--- src/rtl/i2c_apb_fifo_regs.sv ---
// i2c_apb_fifo_regs: APB slave register front end for the I2C byte engine.
// Provides TX/RX FIFOs (pointers plus a count, first-word-fall-through),
// programmable APB wait states, a transfer command block and sticky status.
// Optional build macro: I2C_APB_IRQ_EN adds a registered irq output.
module i2c_apb_fifo_regs #(
    parameter int             ADDR_W       = 8,
    parameter int             DATA_W       = 8,
    parameter int             TX_DEPTH     = 16,
    parameter int             RX_DEPTH     = 16,
    parameter int             WAIT_STATES  = 0,
    parameter logic [DATA_W-1:0] PRESCALE_RST = 8'd50
) (
    input  logic              PCLK,
    input  logic              PRESET,
    input  logic              PSELx,
    input  logic              PENABLE,
    input  logic              PWRITE,
    input  logic [ADDR_W-1:0] PADDR,
    input  logic [DATA_W-1:0] PWDATA,
    output logic              PREADY,
    output logic [DATA_W-1:0] PRDATA,
    output logic [DATA_W-1:0] tx_data,
    output logic              tx_valid,
    input  logic              tx_pop,
    input  logic [DATA_W-1:0] rx_data,
    input  logic              rx_push,
    output logic              cmd_start,
    output logic              cmd_rw,
    output logic [6:0]        cmd_addr,
    output logic [DATA_W-1:0] cmd_count,
    output logic [DATA_W-1:0] prescale,
    input  logic              core_busy,
    input  logic              core_done,
    input  logic              core_nack
`ifdef I2C_APB_IRQ_EN
    ,
    output logic              irq
`endif
);
    localparam int TX_AW = $clog2(TX_DEPTH);
    localparam int RX_AW = $clog2(RX_DEPTH);
    localparam logic [TX_AW:0] TX_FULL_CNT = (TX_AW+1)'(TX_DEPTH);
    localparam logic [RX_AW:0] RX_FULL_CNT = (RX_AW+1)'(RX_DEPTH);
    localparam logic [2:0]     WS          = 3'(WAIT_STATES);

    // Register state
    logic [2:0]        wait_cnt_q, wait_cnt_d;
    logic              en_q, en_d, rw_q, rw_d, irq_en_q, irq_en_d;
    logic [6:0]        addr_q, addr_d;
    logic [DATA_W-1:0] count_q, count_d, prescale_q, prescale_d;
    logic              done_q, done_d, nack_q, nack_d, ovf_q, ovf_d;
    logic              cmd_start_q, cmd_start_d, cmd_rw_q, cmd_rw_d;
    logic [6:0]        cmd_addr_q, cmd_addr_d;
    logic [DATA_W-1:0] cmd_count_q, cmd_count_d;
    logic [TX_AW-1:0]  tx_wr_ptr_q, tx_wr_ptr_d, tx_rd_ptr_q, tx_rd_ptr_d;
    logic [TX_AW:0]    tx_cnt_q, tx_cnt_d;
    logic [RX_AW-1:0]  rx_wr_ptr_q, rx_wr_ptr_d, rx_rd_ptr_q, rx_rd_ptr_d;
    logic [RX_AW:0]    rx_cnt_q, rx_cnt_d;
    logic [DATA_W-1:0] tx_mem [TX_DEPTH];
    logic [DATA_W-1:0] rx_mem [RX_DEPTH];

    // Bus decode: side effects happen only on the completing access cycle
    logic access, commit, wr_commit, rd_commit, addr_ok;
    logic [2:0] reg_sel;
    logic sel_ctrl, sel_addr, sel_count, sel_txdata, sel_rxdata, sel_status, sel_prescale;
    logic tx_full, tx_empty, rx_full, rx_empty, busy;
    logic tx_do_push, tx_do_pop, rx_do_push, rx_do_pop, ovf_set, fire;
    logic [DATA_W-1:0] rdata;
    logic unused_paddr;

    assign unused_paddr = ^PADDR[1:0];
    assign access     = PSELx & PENABLE;
    assign PREADY     = access & (wait_cnt_q == WS);
    assign commit     = PREADY;
    assign wr_commit  = commit & PWRITE;
    assign rd_commit  = commit & ~PWRITE;
    assign addr_ok    = (PADDR[ADDR_W-1:5] == '0);
    assign reg_sel    = PADDR[4:2];
    assign sel_ctrl     = addr_ok && (reg_sel == 3'd0);
    assign sel_addr     = addr_ok && (reg_sel == 3'd1);
    assign sel_count    = addr_ok && (reg_sel == 3'd2);
    assign sel_txdata   = addr_ok && (reg_sel == 3'd3);
    assign sel_rxdata   = addr_ok && (reg_sel == 3'd4);
    assign sel_status   = addr_ok && (reg_sel == 3'd5);
    assign sel_prescale = addr_ok && (reg_sel == 3'd6);

    assign tx_full  = (tx_cnt_q == TX_FULL_CNT);
    assign tx_empty = (tx_cnt_q == '0);
    assign rx_full  = (rx_cnt_q == RX_FULL_CNT);
    assign rx_empty = (rx_cnt_q == '0);
    assign busy     = core_busy | cmd_start_q;

    // A full FIFO still accepts a push when a pop frees a slot in the same cycle
    assign tx_do_pop  = tx_pop & ~tx_empty;
    assign tx_do_push = wr_commit & sel_txdata & (~tx_full | tx_do_pop);
    assign rx_do_pop  = rd_commit & sel_rxdata & ~rx_empty;
    assign rx_do_push = rx_push & (~rx_full | rx_do_pop);
    assign ovf_set    = rx_push & rx_full & ~rx_do_pop;
    // START uses the EN being written, so EN and START may be set together
    assign fire = wr_commit & sel_ctrl & PWDATA[1] & PWDATA[0] & ~core_busy & (count_q != '0);

    // Next-state logic for registers, FIFO pointers and command block
    always_comb begin
        wait_cnt_d  = (access && !PREADY) ? wait_cnt_q + 3'd1 : 3'd0;
        en_d        = en_q;
        rw_d        = rw_q;
        irq_en_d    = irq_en_q;
        addr_d      = addr_q;
        count_d     = count_q;
        prescale_d  = prescale_q;
        if (wr_commit && sel_ctrl) begin
            en_d     = PWDATA[0];
            rw_d     = PWDATA[2];
            irq_en_d = PWDATA[3];
        end
        if (wr_commit && sel_addr)     addr_d     = PWDATA[6:0];
        if (wr_commit && sel_count)    count_d    = PWDATA;
        if (wr_commit && sel_prescale) prescale_d = PWDATA;
        // Clear-then-set ordering makes a same-cycle event win over W1C
        done_d = (done_q & ~(wr_commit & sel_status & PWDATA[5])) | core_done;
        nack_d = (nack_q & ~(wr_commit & sel_status & PWDATA[6])) | core_nack;
        ovf_d  = (ovf_q  & ~(wr_commit & sel_status & PWDATA[7])) | ovf_set;
        cmd_start_d = fire;
        cmd_rw_d    = fire ? PWDATA[2] : cmd_rw_q;
        cmd_addr_d  = fire ? addr_q    : cmd_addr_q;
        cmd_count_d = fire ? count_q   : cmd_count_q;
        tx_wr_ptr_d = tx_wr_ptr_q + TX_AW'(tx_do_push);
        tx_rd_ptr_d = tx_rd_ptr_q + TX_AW'(tx_do_pop);
        tx_cnt_d    = tx_cnt_q + (TX_AW+1)'(tx_do_push) - (TX_AW+1)'(tx_do_pop);
        rx_wr_ptr_d = rx_wr_ptr_q + RX_AW'(rx_do_push);
        rx_rd_ptr_d = rx_rd_ptr_q + RX_AW'(rx_do_pop);
        rx_cnt_d    = rx_cnt_q + (RX_AW+1)'(rx_do_push) - (RX_AW+1)'(rx_do_pop);
    end

    // State flops with asynchronous reset
    always_ff @(posedge PCLK or posedge PRESET) begin
        if (PRESET) begin
            wait_cnt_q <= '0;  en_q <= 1'b0;  rw_q <= 1'b0;  irq_en_q <= 1'b0;
            addr_q <= '0;  count_q <= '0;  prescale_q <= PRESCALE_RST;
            done_q <= 1'b0;  nack_q <= 1'b0;  ovf_q <= 1'b0;
            cmd_start_q <= 1'b0;  cmd_rw_q <= 1'b0;  cmd_addr_q <= '0;  cmd_count_q <= '0;
            tx_wr_ptr_q <= '0;  tx_rd_ptr_q <= '0;  tx_cnt_q <= '0;
            rx_wr_ptr_q <= '0;  rx_rd_ptr_q <= '0;  rx_cnt_q <= '0;
        end else begin
            wait_cnt_q <= wait_cnt_d;  en_q <= en_d;  rw_q <= rw_d;  irq_en_q <= irq_en_d;
            addr_q <= addr_d;  count_q <= count_d;  prescale_q <= prescale_d;
            done_q <= done_d;  nack_q <= nack_d;  ovf_q <= ovf_d;
            cmd_start_q <= cmd_start_d;  cmd_rw_q <= cmd_rw_d;
            cmd_addr_q <= cmd_addr_d;  cmd_count_q <= cmd_count_d;
            tx_wr_ptr_q <= tx_wr_ptr_d;  tx_rd_ptr_q <= tx_rd_ptr_d;  tx_cnt_q <= tx_cnt_d;
            rx_wr_ptr_q <= rx_wr_ptr_d;  rx_rd_ptr_q <= rx_rd_ptr_d;  rx_cnt_q <= rx_cnt_d;
        end
    end

    // FIFO storage; contents need no reset because the counts gate visibility
    always_ff @(posedge PCLK) begin
        if (tx_do_push) tx_mem[tx_wr_ptr_q] <= PWDATA;
        if (rx_do_push) rx_mem[rx_wr_ptr_q] <= rx_data;
    end

    // Read data mux; unmapped addresses and write-only registers read 0
    always_comb begin
        rdata = '0;
        if (sel_ctrl)     rdata[3:0] = {irq_en_q, rw_q, 1'b0, en_q};
        if (sel_addr)     rdata[6:0] = addr_q;
        if (sel_count)    rdata      = count_q;
        if (sel_rxdata && !rx_empty) rdata = rx_mem[rx_rd_ptr_q];
        if (sel_status)   rdata[7:0] = {ovf_q, nack_q, done_q, busy,
                                        rx_empty, rx_full, tx_empty, tx_full};
        if (sel_prescale) rdata      = prescale_q;
    end

    assign PRDATA    = (PREADY && !PWRITE) ? rdata : '0;
    assign tx_data   = tx_mem[tx_rd_ptr_q];
    assign tx_valid  = ~tx_empty;
    assign cmd_start = cmd_start_q;
    assign cmd_rw    = cmd_rw_q;
    assign cmd_addr  = cmd_addr_q;
    assign cmd_count = cmd_count_q;
    assign prescale  = prescale_q;

`ifdef I2C_APB_IRQ_EN
    logic irq_q, irq_d;
    assign irq_d = irq_en_d & (done_d | nack_d | ovf_d);
    // Interrupt flop follows the post-update sticky state
    always_ff @(posedge PCLK or posedge PRESET) begin
        if (PRESET) irq_q <= 1'b0;
        else        irq_q <= irq_d;
    end
    assign irq = irq_q;
`endif
endmodule

--- config.mk ---
export PLATFORM = sky130hd
export DESIGN_NAME = i2c_apb_fifo_regs
export DESIGN_NICKNAME = d
export VERILOG_FILES = /design/src/rtl/i2c_apb_fifo_regs.sv
export SDC_FILE = /design/constraint.sdc
export NUM_CORES = 1
export LEC_CHECK = 0
export ABC_AREA = 1
export BUFFER_PORTS_ARGS = -buffer_cell sky130_fd_sc_hd__clkbuf_2
export CAP_MARGIN = 20
export CORE_ASPECT_RATIO = 0.9
export CORE_UTILIZATION = 40
export DETAILED_ROUTE_END_ITERATION = 8
export SYNTH_ARGS = -nofsm -noshare
export SYNTH_HDL_FRONTEND = slang
export SYNTH_SLANG_ARGS = --single-unit
--- constraint.sdc ---
create_clock -name PCLK -period 3.3 [get_ports PCLK]
set_input_delay 0.66 -clock PCLK [delete_from_list [all_inputs] [get_ports PCLK]]
set_output_delay 0.66 -clock PCLK [all_outputs]
set_load 0.01 [all_outputs]
Word level (Yosys, flattened, before mapping):

Memory sizes are Yosys's and may differ from the RTL's.
Index checks and enable logic that the tools add are counted.

* register bits after elaboration: 75
* latch bits: 0
* memory bits (writable): 256
* bits in read-only memories: 0
* bits of input ports: 34
* output and inout port bits: 43
* word-level logic and storage cells: 114
* memories: 2

Memories
* rx_mem: depth 16, bits a word 8, rd ports 1, clocked after memory_dff 0, wr ports 1, line 60 `logic [DATA_W-1:0] rx_mem [RX_DEPTH];`
* tx_mem: depth 16, bits a word 8, rd ports 1, clocked after memory_dff 0, wr ports 1, line 59 `logic [DATA_W-1:0] tx_mem [TX_DEPTH];`

* add/subtract/negate cells: 9
* multiply operators: 0
* div/mod/pow operators: 0
* order comparisons: 0
* equality and inequality tests: 8
* shift operators: 0
* multiplexer cells: 12
* bitwise operators: 40
* reduce and logical (&&, ||, !) cells: 23

Operator list (count)
* $mux W8: 5
* $and A1 B1 Y1: 24
* $add A4 B1 Y4: 4
* $logic_and A1 B1 Y1: 14
* $add A5 B1 Y5: 2
* $eq A5 B5 Y1 const B: 2
* $logic_not A5 Y1: 2
* $not A1 Y1: 10
* $sub A5 B1 Y5: 2
* $eq A3 B3 Y1 const B: 3
* $logic_not A3 Y1: 3
* $reduce_bool A8 Y1: 1
* $mux W7: 1
* $eq A3 B2 Y1 const B: 2
* $or A1 B1 Y1: 6
* $mux W1: 4
* $mux W4: 1
* $add A3 B1 Y3 const B: 1
* $eq A3 B1 Y1 const B: 1
* $logic_not A1 Y1: 3
* $mux W3: 1

Logic depth before layout (Yosys ltp):

Gate-level depths: netlist of the first run.

* word-level depth: 9
* mapped depth: 17
* gate-level depth less buffers: 17

Worst setup path before layout of the first run:

Ideal clock, no wire load.

* kind: input-to-reg
* start point: in PADDR[2]
* end point: reg rx_cnt_q[4]
* setup time: 0.128 ns
* arrival: 2.860 ns
* required time: 3.172 ns
* setup slack: 0.313 ns
* stages on the path: 16
* buffers on the path: 0
* cells stage by stage: inv_1 -> nand2_2 -> nor3_1 -> o21ai_1 -> o21ai_2 -> inv_2 -> nor2_4 -> inv_1 -> ha_1 -> inv_1 -> ha_1 -> inv_1 -> fa_1 -> o21ai_0 -> a21oi_1 -> xor2_1

* longest elaborated chain between the ends: 8

RTL lines
* start: declaration: line 18 `input logic [ADDR_W-1:0] PADDR,`
* $eq A3 B3 Y1 *: line 83 `assign sel_rxdata = addr_ok && (reg_sel == 3'd4);`
* $logic_and A1 B1 Y1 *: line 83
* $and A1 B1 Y1 * (2 in series): line 96 `assign rx_do_pop = rd_commit & sel_rxdata & ~rx_empty;`
* $or A1 B1 Y1: line 97 `assign rx_do_push = rx_push & (~rx_full | rx_do_pop);`
* $and A1 B1 Y1: line 97
* $add A5 B1 Y5: line 132 `rx_cnt_d = rx_cnt_q + (RX_AW+1)'(rx_do_push) - (RX_AW+1)'(rx_do_pop);`
* $sub A5 B1 Y5 *: line 132
* net rx_cnt_d[4]: line 58 `logic [RX_AW:0] rx_cnt_q, rx_cnt_d;`
* end signal: assignment: line 151 `rx_wr_ptr_q <= rx_wr_ptr_d; rx_rd_ptr_q <= rx_rd_ptr_d; rx_cnt_q <= rx_cnt_d;`
* end: declaration: line 58

Mark *: on every way through the listed nets, which the timed path passes. The rest lies on a longest branch.
A chain may end at the register's enable or synchronous reset.

Worst setup path after layout of the first run:

* start point: reg rx_rd_ptr_q[1]
* end point: out PRDATA[7]

* longest elaborated chain between the ends: 5

RTL lines
* start: declaration: line 57 `logic [RX_AW-1:0] rx_wr_ptr_q, rx_wr_ptr_d, rx_rd_ptr_q, rx_rd_ptr_d;`
* start signal: assignment: line 151
* $mem_v2 Z16 W8
* $mux W8: line 167 `if (sel_rxdata && !rx_empty) rdata = rx_mem[rx_rd_ptr_q];`
* $mux W8: line 168 `if (sel_status) rdata[7:0] = {ovf_q, nack_q, done_q, busy,`
* $mux W8: line 170 `if (sel_prescale) rdata = prescale_q;`
* $mux W8: line 173 `assign PRDATA = (PREADY && !PWRITE) ? rdata : '0;`
* end: declaration: line 21 `output logic [DATA_W-1:0] PRDATA,`

Every way passes these cells.

==> metrics.md, run 1 <==
| Metric | Value |
|---|---|
| Status | `complete, no violations` |
| Initial antenna violation count | `1` |
| Syn Nets | `1266` |
| # IOs | `77` |
| FP Rows | `64` |
| Critical Path Start Type | `register` |
| Tmin final | `3.140 ns` |
| Tcrit/Tclk final | `between 90% and 100%` |
| First-pass GRT wire length | `50.70 mm` |
| Worst-path fanout max | `31` |
| Via count | `a little over 9000` |
| Final hold vios | `0` |
| Largest net degree at the start of global routing | `49` |
| Cts hold-fix bufs | `0` |
| Sequential cell area | `0.009577 mm2` |
| Die Y | `about 180 um` |
| Clock Sinks | `between 300 and 400` |
| TritonCTS buffer count | `35` |
| Die X | `199.4 um` |
| Cells after Synth | `1208` |
| Clock skew | `0.02494 ns` |
| Vias/cell | `between 5 and 6` |
| Starting Density | `40.92%` |
| Fmax | `318.4 MHz` |
| PortBufs | `74` |
| Hold WC Path Type | `input pin to async pin` |
| Maxcap violations | `0` |
| Ratio of cells with drive above 1 in the final layout | `16.83%` |
| Leakage Power | `6.602 nW` |
| H-tree depth | `2` |
| Total GRT Usage | `18.49%` |
| Initial DRC count | `between 600 and 700` |
| WL per Instance | `17.78 um` |
| Mapped cell area | `0.01402 mm2` |
| CP required | `2.64 ns` |
| Most used cell along the critical path | `nand3_1` |
| Kind of critical path | `register to output pin` |
| Pins Over Slew Limit | `0` |
| GP Congestion | `between 0.8 and 0.9` |
| #FFs+latches synth | `331` |
| Slowest-stage cell, CP | `dfrtp_2` |
| Slew headroom | `between 30% and 40%` |
| Detailed Routing Iterations Pass 1 | `5` |
| Clock-pin transition on the worst setup and hold timing paths | `0.06 ns` |
| DRC | `0` |
| # nets final | `1392` |
| Clock buffer depth | `3` |
| Hpwl dp | `21.66 mm` |
| TNS Setup | `0 ns` |
| Synth warn | `0` |
| Root buf cell | `clkbuf_16` |
| Area Overhead vs Synth | `17.16%` |
| Die area | `0.03582 mm2` |
| Critical Path End Type | `output pin` |
| Layout Utilization | `47.94%` |
| Total core area | `between 0.03 and 0.04 mm2` |
| Final setup violation count | `0` |
| Multi-input gate area | `~0.0038 mm2` |
| Final ANT Viol Nets | `0` |
| CTS tree | `yes` |
| Vias in the first global route | `8982` |
| Post-Syn Area per Cell | `11.61 um2` |
| Crit-path max cell delay | `0.51 ns` |
| Post-synth cell types | `35` |
| Power per cell area | `roughly 680 mW/mm2` |
| Crit path DAT | `2.48 ns` |
| Fill cells | `3126` |
| Sequential fraction of the synthesis area | `around 70%` |
| Worst path cell trace | `inv_1 > buf_4 > nor2_1 > o21ai_0 > nand3_1 > nand3_1 > nand3_1 > nand2_1 > a21oi_1 > clkbuf_2` |
| Worst Tran Pin Value | `roughly 0.92 ns` |
| Detailed Route WL | `32.42 mm` |
| Final global-route overflow total | `0` |
| VDD IR max | `0.3660 mV` |
| Clk_lat worst skew | `roughly 0.52 ns` |
| ANT cells | `0` |
-- synthesized netlist by cell type --
| master | count | share of area [%] |
|---|---|---|
| inv_2 | 4 | 0.11 |
| nor2_1 | 82 | 2.2 |
| dfstp_2 | 3 | 0.56 |
| nor2_4 | 3 | 0.24 |
| buf_6 | 2 | 0.16 |
| nor3_4 | 1 | 0.12 |
| clkbuf_1 | 30 | 0.80 |
| nand3_1 | 131 | 4.7 |
| nand2_2 | 6 | 0.27 |
| nor3_2 | 1 | 0.071 |
| nor3_1 | 2 | 0.071 |
| nand2_4 | 1 | 0.080 |
| nand2_1 | 222 | 5.9 |
| buf_4 | 2 | 0.11 |
| o21ai_2 | 7 | 0.44 |
| mux2i_1 | 32 | 2.3 |
| clkinv_1 | 3 | 0.080 |
| edfxtp_1 | 256 | 55 |
| dfrtp_1 | 72 | 13 |
| o211ai_1 | 32 | 1.7 |
| xor2_1 | 14 | 0.87 |
| o21ai_0 | 85 | 3.0 |
| a21oi_1 | 45 | 1.6 |
| buf_2 | 15 | 0.54 |
| fa_1 | 2 | 0.29 |
| xnor2_1 | 3 | 0.19 |
| buf_1 | 3 | 0.080 |
| nor2_2 | 4 | 0.18 |
| ha_1 | 22 | 2.0 |
| nand4_1 | 11 | 0.49 |
| inv_1 | 105 | 2.8 |
| clkinv_2 | 1 | 0.036 |
| o21ai_1 | 4 | 0.14 |
| o21bai_1 | 1 | 0.054 |
| nor4_4 | 1 | 0.15 |
-- area by class of cell --
type / count / area share, %
repair buffers: 141 / 5.696
multi-input cells: 712 / 23.19
flip-flops and latches: 331 / 58.28
well taps: 462 / 3.518
clock buffers: 44 / 5.726
clock inverters: 20 / 0.9746
inverters: 113 / 2.612
-- flip-flops by register name (all words and copies together), names as in the netlist, 5 cells and up --
name and count:
rx_mem 128, tx_mem 128, cmd_count 8, count_q 8, prescale 8, addr_q 7, cmd_addr 7, rx_cnt_q 5
tx_cnt_q 5
-- where the power goes --
| group | switching (mW) | internal, mW | total (mW) | leakage (nW) |
|---|---|---|---|---|
| Combinational | 1.44 | 0.878 | 2.32 | 2.79 |
| Sequential | 0.280 | 4.82 | 5.10 | 3.27 |
| Clock | 1.59 | 2.19 | 3.78 | 0.545 |
-- worst paths after layout --
check,end,slack [ns],cells after the start,startpoint
max,PRDATA[7],0.16,10,rx_rd_ptr_q[1]
min,cmd_rw,0.29,2,PRESET
max reg2reg,tx_cnt_q[4],0.28,15,wait_cnt_q[0]
min reg2reg,wait_cnt_q[0],0.48,1,wait_cnt_q[0]
max in group asynchronous,cmd_start,2.23,3,PRESET
min in group PCLK,done_q,0.34,3,core_done
-- cells in the final DEF, fill, tap and decap left out, drive strengths merged, types with 11 or more instances in the layout --
cell    Yosys  routed
clkbuf     30     119
nand2     229     229
nand4      11      11
ha         22      22
o211ai     32      32
nor2       89      89
inv       109     109
mux2i      32      32
clkinv      4      22
o21ai      96      96
xor2       14      14
a21oi      45      45
edfxtp    256     256
dfrtp      72      72
buf        22      66
nand3     131     131
-- critical path: cells and delay by family (launching register included) --
kind,cells,cell delay (ns)
flops,1,0.51
simple gates,5,0.61
compound gates,2,0.31
buf+inv,3,0.51
-- stage by stage --
stage	std cells	area, um2	worst slack [ns]	power (mW)	hold slack (ns)
after global routing	1823	16430	-0.004835	11.78	0.3420
final	1823	16430	0.1596	11.20	0.2876
after detailed placement	1754	15250	0.03442	7.499	0.4701
after floorplan	1208	14020	0.3125	6.680	0.4322
after global placement	1754	15250	0.1122	7.445	0.4443
after CTS	1818	16360	0.01905	11.27	0.3241
-- repair_timing --
action / CTS / global route
setup endpoints to repair: 2 / 4
pin swaps: 0 / 1
resized for setup: 2 / 6
gates cloned: 0 / 1
buffers inserted: 0 / 4
-- kinds of logic (layout without fill, tap and decap cells) --
| group | Yosys count | after routing | synth area share (%) |
|---|---|---|---|
| simple gates | 465 | 465 | 14.48 |
| flops | 331 | 331 | 68.22 |
| compound gates | 174 | 174 | 6.986 |
| buf+inv | 165 | 318 | 4.719 |
| mux | 32 | 32 | 2.284 |
| fa+ha+maj | 24 | 24 | 2.248 |
| xor+xnor | 17 | 17 | 1.062 |
-- layer usage --
metal	part of all wire (%)	global-route usage (%)	wire length (um)	vias up
met5	0.034	0	11	-
met2	44	27.58	14280	254
met1	48	27.42	15480	4474
li1	-	-	-	4441
met4	2.8	6.321	899	2
met3	5.4	2.908	1746	61
(Power assumes the default switching activity.)
==> run 2, diff against run 1 <==
--- a/config.mk
+++ b/config.mk
@@ -10,4 +10,5 @@
 export CAP_MARGIN = 20
 export CORE_ASPECT_RATIO = 0.9
+export CORE_MARGIN = 5
 export CORE_UTILIZATION = 40
 export DETAILED_ROUTE_END_ITERATION = 8
==> constraint.sdc (replaced) <==
create_clock -name PCLK -period 3.3 [get_ports PCLK]
set_input_delay 0.825 -clock PCLK [delete_from_list [all_inputs] [get_ports PCLK]]
set_output_delay 0.825 -clock PCLK [all_outputs]
set_load 0.01 [all_outputs]
==> run 2 against run 1 <==
Net effect: worst hold slack lost 0.080 ns; flip-flop and latch count is the same; largest power group unchanged; via count shrank 0.24%; first-iteration DRC count grew 3.7%.
==> metrics.md, run 2 (synthesized netlist as in run 1, its figures left out) <==
| Metric | Value |
|---|---|
| Status | `complete, no violations` |
| Slew headroom | `60.13%` |
| Detailed Route WL | `33.10 mm` |
| Vias in the first global route | `9055` |
| DRC | `0` |
| Maxcap violations | `0` |
| CP required | `approximately 2.5 ns` |
| Worst Tran Pin Value | `0.5974 ns` |
| Post-Layout Cell Count | `about 1800` |
| Crit-path max cell delay | `0.46 ns` |
| Slowest-stage cell, CP | `dfrtp_1` |
| Crit path DAT | `2.34 ns` |
| Final global-route overflow total | `0` |
| Clock-pin transition on the worst setup and hold timing paths | `~0.050 ns` |
| Final ANT Viol Nets | `0` |
| Detailed Routing Iterations Pass 1 | `5` |
| Total core area | `0.03481 mm2` |
| WL per Instance | `18.07 um` |
| Die X | `207.4 um` |
| CP startpoint | `rx_rd_ptr_q[1]` |
| Clock Sinks | `about 330` |
| Total GRT Usage | `16.67%` |
| Most common cell after layout, fill and taps aside | `edfxtp_1` |
| VDD IR max | `0.3649 mV` |
| ANT cells | `0` |
| Power per cell area | `683.2 mW/mm2` |
| Initial antenna violation count | `0` |
| Largest net degree at the start of global routing | `66` |
| Unrepaired setup endpoints after global routing | `false` |
| Fmax | `315.7 MHz` |
| H-tree depth | `2` |
| PortBufs | `74` |
| Most used cell along the critical path | `nand3_1` |
| Int Pwr | `7.917 mW` |
| First-pass GRT wire length | `52.01 mm` |
| Final hold vios | `0` |
| CTS tree | `yes` |
| Reg power frac | `44.8%` |
| Pwr Total | `between 10 and 15 mW` |
| Switching share of power | `~30%` |
| Commonest non-fill, non-tap cells in the layout | `edfxtp_1, nand2_1, nand3_1` |
| Vias/cell | `5.027` |
| Starting Density | `40.29%` |
| Ratio of cells with drive above 1 in the final layout | `16.73%` |
| Clock buffer depth | `3` |
| Initial DRC count | `708` |
| R2R cell count | `15` |
| Die area | `0.03891 mm2` |
| Tmin final | `3.167 ns` |
| Tcrit/Tclk final | `95.98%` |
| Layout Utilization | `between 40% and 50%` |
| Leakage Power | `6.626 nW` |
| # nets final | `~1400` |
| Largest regs | `rx_mem x128, tx_mem x128` |
| Final setup violation count | `0` |
| Hpwl dp | `between 20 and 25 mm` |
| Die Y | `187.6 um` |
| Psw | `3.341 mW` |
| FP Rows | `65` |
| Worst-path fanout max | `31` |
| Hold WC Path Type | `input pin to async pin` |
| Area Overhead vs Synth | `17.49%` |
| Clk_lat worst skew | `0.52 ns` |
| RR Startpoint | `wait_cnt_q[0]` |
| Pins Over Slew Limit | `0` |
| Via count | `9210` |
| Clock skew | `0.02811 ns` |
| Combinational power share | `a little over a fifth` |
| TritonCTS buffer count | `36` |
| Worst path cell trace | `inv_1 > buf_6 > nand3_1 > nand3_1 > nand3_1 > nand3_1 > nand3_1 > nand2_1 > inv_1 > clkbuf_2` |
| Critical Path End Type | `output pin` |
| Kind of critical path | `register to output pin` |
| Critical Path Start Type | `register` |
| Root buf cell | `clkbuf_16` |
| Placed cell count | `1764` |
| GP Congestion | `just under 0.9` |
| # IOs | `77` |
| Clock group share of total power | `33.3%` |
run 2: changes by cell type in the layout (fill, tap and decap cells not counted), moves of 2 or more:
cell,delta
buf_4,-2
clkinv_2,-3
buf_12,+2
bufinv_16,-2
clkbuf_8,+4
run 2: power groups by stage:
stage	combinational, mW	clock [mW]	sequential [mW]
6_report	2.46	3.75	5.05
5_1_grt	2.79	4.03	5.08
4_1_cts	2.39	3.84	5.09
3_5_place_dp	2.38	0	5.17
3_3_place_gp	2.34	0	5.17
2_1_floorplan	1.66	0	5.02
run 2: cell type report:
class | instances | area [um2]
clock buffers | 49 | 1021
clock inverters | 16 | 88.84
fillers | 3254 | 18330
inverters | 113 | 426.7
multi-input cells | 712 | 3805
flip-flops and latches | 331 | 9573
well taps | 469 | 586.8
repair buffers | 142 | 975.9
run 2: path summary, 6_finish.rpt:
kind                            slack [ns]              to
worst max-delay path                  0.13       PRDATA[0]
worst min-delay path                  0.21     cmd_addr[6]
worst max register to register        0.33     tx_cnt_q[4]
worst min register to register        0.48    cmd_count[3]
max in group asynchronous             2.44  rx_rd_ptr_q[0]
min in group PCLK                     0.48    cmd_count[3]
run 2: worst max-delay path, delay by kind of cell (launching register included):
| family | cells | cell delay, ns |
|---|---|---|
| buffers and inverters | 4 | 0.55 |
| flip-flops | 1 | 0.46 |
| AND/OR/NAND/NOR | 6 | 0.82 |
run 2: through the flow:
stage | area (um2) | hold slack [ns] | TNS (ns) | worst slack (ns)
floorplan | 14020 | 0.4322 | 0 | 0.1475
global placement | 15300 | 0.4474 | -0.01694 | -0.01694
detailed placement | 15300 | 0.4704 | -0.08175 | -0.06542
CTS | 16410 | 0.1991 | 0 | 0.01239
global route | 16480 | 0.2074 | 0 | 0.01115
finish | 16480 | 0.2072 | 0 | 0.1326
run 2: repair_timing:
action,4_1_cts,5_1_grt
hold buffers,0,0
gates resized for setup,0,4
buffers inserted,0,2
setup endpoints to repair,0,10
run 2: layer usage:
layer / share of wire (%) / routed length [um] / track usage [%] / vias to the layer above
met5: 0 / 0 / 0 / -
met4: 2.1 / 689 / 3.763 / 0
met3: 5.6 / 1847 / 2.894 / 48
met2: 44 / 14510 / 25.10 / 241
met1: 48 / 16050 / 25.46 / 4474
li1: - / - / - / 4447
